$ cat config.mk
export PLATFORM = sky130hd
export DESIGN_NAME = pc_unit_gen2
export DESIGN_NICKNAME = d
export VERILOG_FILES = /design/src/rtl/pc_unit_gen2.sv
export SDC_FILE = /design/constraint.sdc
export NUM_CORES = 1
export LEC_CHECK = 0
export ABC_AREA = 1
export BUFFER_PORTS_ARGS = -buffer_cell sky130_fd_sc_hd__buf_2
export CAP_MARGIN = 20
export CORE_ASPECT_RATIO = 0.7
export CORE_MARGIN = 3
export CORE_UTILIZATION = 47
export DETAILED_ROUTE_END_ITERATION = 7
export PLACE_DENSITY_LB_ADDON = 0.08
export SYNTH_ARGS = -nofsm -noshare
export SYNTH_HDL_FRONTEND = slang
export SYNTH_SLANG_ARGS = --single-unit
$ cat constraint.sdc
create_clock -name clk -period 4.1 [get_ports clk]
set_clock_uncertainty 0.1 [all_clocks]
set_input_delay 0.205 -clock clk [delete_from_list [all_inputs] [get_ports clk]]
set_output_delay 0.205 -clock clk [all_outputs]
set_load 0.01 [all_outputs]
$ cat src/rtl/pc_unit_gen2.sv
// MIPS fetch program counter: sequential / branch / jump / register jump / return-address stack.
// Optional BRANCH_DELAY_SLOT_EN: redirects take effect after one delay-slot instruction.
module pc_unit_gen2 #(
  parameter int              PC_W      = 32,
  parameter int              IMM_W     = 16,
  parameter int              JMP_W     = 26,
  parameter logic [PC_W-1:0] RESET_VEC = '0,
  parameter int              RAS_DEPTH = 4
) (
  input  logic             clk,
  input  logic             reset,
  input  logic             stall,
  input  logic             branch_taken,
  input  logic [IMM_W-1:0] imm,
  input  logic             jump_en,
  input  logic [JMP_W-1:0] jump_target,
  input  logic             jr_en,
  input  logic [PC_W-1:0]  jr_addr,
  input  logic             call,
  input  logic             ret,
  output logic [PC_W-1:0]  pc_out,
  output logic [PC_W-1:0]  pc_plus4,
  output logic [PC_W-1:0]  link_addr,
  output logic             ras_empty,
  output logic             ras_full,
  output logic             ras_ovf,
  output logic             ras_unf,
  output logic             addr_err
);

  localparam int PTR_W = $clog2(RAS_DEPTH);
  localparam int CNT_W = $clog2(RAS_DEPTH + 1);
  localparam logic [CNT_W-1:0] CNT_FULL = CNT_W'(RAS_DEPTH);

  logic [PC_W-1:0]  pc;
  logic [PC_W-1:0]  ras_mem [RAS_DEPTH];
  logic [PTR_W-1:0] ptr, ptr_nxt, wr_idx;
  logic [CNT_W-1:0] cnt, cnt_nxt;
  logic             wr_en, set_ovf, set_unf;

  logic [PC_W-1:0]  imm_sext, branch_tgt, jump_tgt, reg_raw, target, pc_nxt;
  logic             redirect, accept, is_call, is_ret, pop_ok, push, pop;

  assign pc_out   = pc;
  assign pc_plus4 = pc + PC_W'(4);

  assign imm_sext   = {{(PC_W-IMM_W){imm[IMM_W-1]}}, imm};
  assign branch_tgt = pc_plus4 + (imm_sext << 2);
  assign jump_tgt   = {pc_plus4[PC_W-1:JMP_W+2], jump_target, 2'b00};

  assign is_call = call & (jump_en | jr_en);
  assign is_ret  = jr_en & ret;
  assign pop_ok  = is_ret & (cnt != '0);
  // The RAS top replaces jr_addr only when something can actually be popped.
  assign reg_raw = pop_ok ? ras_mem[ptr] : jr_addr;

  always_comb begin
    target = pc_plus4;
    if (jr_en)             target = {reg_raw[PC_W-1:2], 2'b00};
    else if (jump_en)      target = jump_tgt;
    else if (branch_taken) target = branch_tgt;
  end
  assign redirect = jr_en | jump_en | branch_taken;

`ifdef BRANCH_DELAY_SLOT_EN
  logic            pend_vld;
  logic [PC_W-1:0] pend_pc;

  // While a target is pending, the slot instruction's redirect inputs are dropped.
  assign accept    = !stall && !pend_vld;
  assign pc_nxt    = pend_vld ? pend_pc : pc_plus4;
  assign link_addr = pc + PC_W'(8);

  always_ff @(posedge clk or posedge reset) begin
    if (reset) begin
      pend_vld <= 1'b0;
      pend_pc  <= '0;
    end else if (!stall) begin
      if (pend_vld) begin
        pend_vld <= 1'b0;
      end else if (redirect) begin
        pend_vld <= 1'b1;
        pend_pc  <= target;
      end
    end
  end
`else
  assign accept    = !stall;
  assign pc_nxt    = target;
  assign link_addr = pc_plus4;
`endif

  assign push = accept & is_call;
  assign pop  = accept & pop_ok;

  always_comb begin
    ptr_nxt = ptr;
    cnt_nxt = cnt;
    wr_en   = 1'b0;
    wr_idx  = ptr + PTR_W'(1);
    set_ovf = 1'b0;
    set_unf = accept & is_ret & (cnt == '0);
    if (push && pop) begin
      // call+return: consume the top as target, then overwrite it with the new link.
      wr_en  = 1'b1;
      wr_idx = ptr;
    end else if (push) begin
      wr_en   = 1'b1;
      ptr_nxt = ptr + PTR_W'(1);
      if (cnt == CNT_FULL) set_ovf = 1'b1;
      else                 cnt_nxt = cnt + CNT_W'(1);
    end else if (pop) begin
      ptr_nxt = ptr - PTR_W'(1);
      cnt_nxt = cnt - CNT_W'(1);
    end
  end

  always_ff @(posedge clk) begin
    if (wr_en) ras_mem[wr_idx] <= link_addr;
  end

  always_ff @(posedge clk or posedge reset) begin
    if (reset) begin
      pc        <= RESET_VEC;
      ptr       <= '0;
      cnt       <= '0;
      ras_empty <= 1'b1;
      ras_full  <= 1'b0;
      ras_ovf   <= 1'b0;
      ras_unf   <= 1'b0;
    end else if (!stall) begin
      pc        <= pc_nxt;
      ptr       <= ptr_nxt;
      cnt       <= cnt_nxt;
      ras_empty <= (cnt_nxt == '0);
      ras_full  <= (cnt_nxt == CNT_FULL);
      ras_ovf   <= ras_ovf | set_ovf;
      ras_unf   <= ras_unf | set_unf;
    end
  end

  // Flags the register target chosen in this cycle, i.e. the one the coming edge uses.
  assign addr_err = !reset & accept & jr_en & (reg_raw[1:0] != 2'b00);

endmodule

==> metrics <==
status completed; Slew HR 0.5290; register area 4582 µm²; Mapped Cells 1269; DR pass1 iterations 7; most frequent cells in the layout nand2_1, nor2_1, buf_2, edfxtp_1, inv_1; Fmax achieved 264.3 MHz; I/O pin cnt 183; Longest Clk Path Bufs 2; filler instances 1994; largest net degree at the start of global routing 61; Final Critical Period 3.784 ns; Die Ht 129.3 µm; CTS clk-pin slew, worst paths 0.07 ns; total track usage 0.3159; total grt overflow 0; Crit-path slowest cell dfrtp_1; Area growth, synth to finish 17.44%; Final ANT Viol Nets 0; drt drc 0; worst hold-check path type in -> reg; largest stage delay on the critical path 0.48 ns; synth top area cells edfxtp_1, nand2_1, dfrtp_1; Yosys top cell by area edfxtp_1; Core Rows 44; combinational power share 0.445; Least-Margin Pin Slew 0.7065 ns; Yosys reg bits 159; Post-synth EDFFs 120; Sink Count 159; crit-path cells ha_1 -> nand3_1 -> nor2_1 -> nand2_1 -> nor2_1 -> xor2_1 -> ha_1 -> nand2_1 -> inv_1 -> nand2_1 -> nand2_1 -> a21oi_1 -> nand2b_1 -> nand3_1 -> nand2_1 -> nand3_1 -> nand2_1 -> a21oi_1; final cell count without fillers 1713; antenna violations before repair 0; CP startpoint kind flip-flop; Distinct cells, synth 52; Synth warnings 0; Top Family by Delay on Critical Path simple AND/OR/NAND/NOR gates; sequential power share 0.315; switch share 0.4345; final core occ 0.5702; mean post-synth cell area 8.047 µm²; CTS tree done; sw power 3117 µW; vias in the first global route 8694; top_reg_cell synth edfxtp_1; crit path DAT 4.00 ns; area occupied by multi-input gates 4807 µm²; CP Max Fanout 8; CTS Buf Count 17; DP HPWL 26620 µm; via count 9665; clk_lat worst skew 0.44 ns; layout cells sized above 1 0.1921; final net count 1546; number of port buffers 176; Avg WL per Cell 21.68 µm; P_int 4057 µW; Setup crit end kind flip-flop; first-pass GRT wire length 55070 µm; synthesized area 10210 µm²; Max-Cap Viols 0; Initial Util 0.4855; Post-synth ARST share 0.2453; vias per inst 5.642; clock power share 0.240; Core Area 21030 µm²; # Post-CTS Setup Buffers 0; critical path type reg -> reg; IR drop worst, VDD 0.0003226 V; Fin Setup TNS 0 ns; sequential element share of the synthesized area 0.4486; unrepaired setup endpoints after global routing no; Leak Pwr 0.005156 µW; Die W 182.2 µm; worst path buffer plus inverter count 1; Routed WL 37140 µm; PwrDens 598.2 nW/µm²; root buffer cell clkbuf_16; GPL Wtd Cong 0.9552; placed insts 1673; fin. max-slew vios 0; most common cell after layout, fill and taps aside nand2_1; post-route clock period utilization 0.9229; final setup vio count 0; worst hold margin 0.02053 ns; CP most frequent cell nand2_1; Ant. Diodes 0; top cell type's share of synthesized area 0.3529; CP required 4.32 ns; CTS H-tree depth 4; Initial DRC Count 1084; Hold Vio Cnt, Final 0; area of the die 23560 µm²
## power by group through the flow
| stage | Combinational [µW] | Sequential, µW | Clock [µW] |
|---|---|---|---|
| after floorplan | 2020 | 2260 | 0 |
| after global placement | 3100 | 2290 | 0 |
| after detailed placement | 3110 | 2290 | 0 |
| after CTS | 3140 | 2260 | 1740 |
| after global routing | 3520 | 2290 | 1800 |
| final | 3190 | 2260 | 1720 |
## path summary, 6_finish.rpt
check / start / end / slack (ns) / cells after the start
setup / recovery: pc_out[2]$_DFFE_PP0N_ / pc_out[25]$_DFFE_PP0N_ / 0.32 / 18
hold / removal: jr_addr[11] / pc_out[11]$_DFFE_PP0N_ / 0.02 / 3
setup reg to reg: pc_out[2]$_DFFE_PP0N_ / pc_out[25]$_DFFE_PP0N_ / 0.32 / 18
hold reg to reg: ras_unf$_DFFE_PP0N_ / ras_unf$_DFFE_PP0N_ / 0.38 / 1
max in group asynchronous: reset / pc_out[17]$_DFFE_PP0N_ / 3.07 / 4
min in group asynchronous: reset / cnt[1]$_DFFE_PP0N_ / 0.38 / 4
## metal layers
metal  vias to the layer above  wire length [µm]  track usage
met5                         -                 0            0
met4                         0               267      0.05103
met3                        23              4080      0.07688
met2                       523             15270       0.4442
met1                      4541             17520       0.4992
li1                       4578                 -            -
## layout make-up
class,count,area share
repair buffers,213,0.1004
multi-input cells,921,0.4009
clock buffers,20,0.04080
flip-flops and latches,159,0.3821
well taps,276,0.02880
clock inverters,12,0.01200
inverters,112,0.03506
## cell usage after synthesis (2+ instances only)
cell type    n
buf_1        5
xor2_1      29
a41oi_1      2
nor2_4       3
a21oi_1     83
xnor2_1     11
ha_1        39
inv_2        7
or2_1        2
inv_1      101
edfxtp_1   120
a311oi_1    19
a31oi_1      8
nor2_2       6
nor3_1      16
a22oi_1      6
buf_2        7
dfrtp_1     38
o21ai_1      9
o21ai_0     87
o211ai_1     5
clkbuf_1    33
nor2_1     190
a31o_2       2
o21bai_1     4
a32oi_1      5
clkinv_1     4
nand3b_1     3
or2_2        2
o21ai_2      2
nand4_1     10
nand2_2      5
nand3_1     72
o221ai_1     2
nand2_1    269
o22ai_1      9
buf_4       36
nor4_1       4
## per-stage QoR
stage / power (µW) / setup slack [ns] / area (µm²)
4_1_cts: 7140 / 0.3284 / 11980
3_5_place_dp: 5399 / 0.3357 / 11270
3_3_place_gp: 5391 / 0.3694 / 11270
5_1_grt: 7602 / 0.01877 / 11990
6_report: 7174 / 0.3160 / 11990
2_1_floorplan: 4274 / 0.7815 / 10230
## worst reg2reg max path: cells and delay by family (launching register included)
kind	cells	cell delay, ns
xor gates and xnor gates	1	0.41
AOI/OAI and AO/OA	2	0.40
and+or+nand+nor	12	1.54
adders and majority gates	2	0.67
DFF	1	0.48
buffers and inverters	1	0.05
## state kept, by name (all words and copies together) (netlist names)
register	flops
pc_out	30
ras_unf	1
ras_empty	1
ras_full	1
ras_ovf	1
ras_mem	120
cnt	3
ptr	2
## logic make-up (layout without fill, tap and decap cells)
kind of cell               count (synthesis)  count (layout)  synth area share
and+or+nand+nor                          586             586            0.2386
xor gates and xnor gates                  40              40           0.03431
AOI/OAI and AO/OA                        249             249            0.1423
adders and majority gates                 40              40           0.04975
DFF                                      159             159            0.4486
other                                      1               6         0.0003672
buffers and inverters                    194             357           0.08614
## timing repair
action,in CTS,in global routing
hold buffers,8,0
hold endpoints to repair,45,0
gates resized for setup,0,3
endpoints found under the setup margin,0,5
Power figures use the tool's default switching activity.
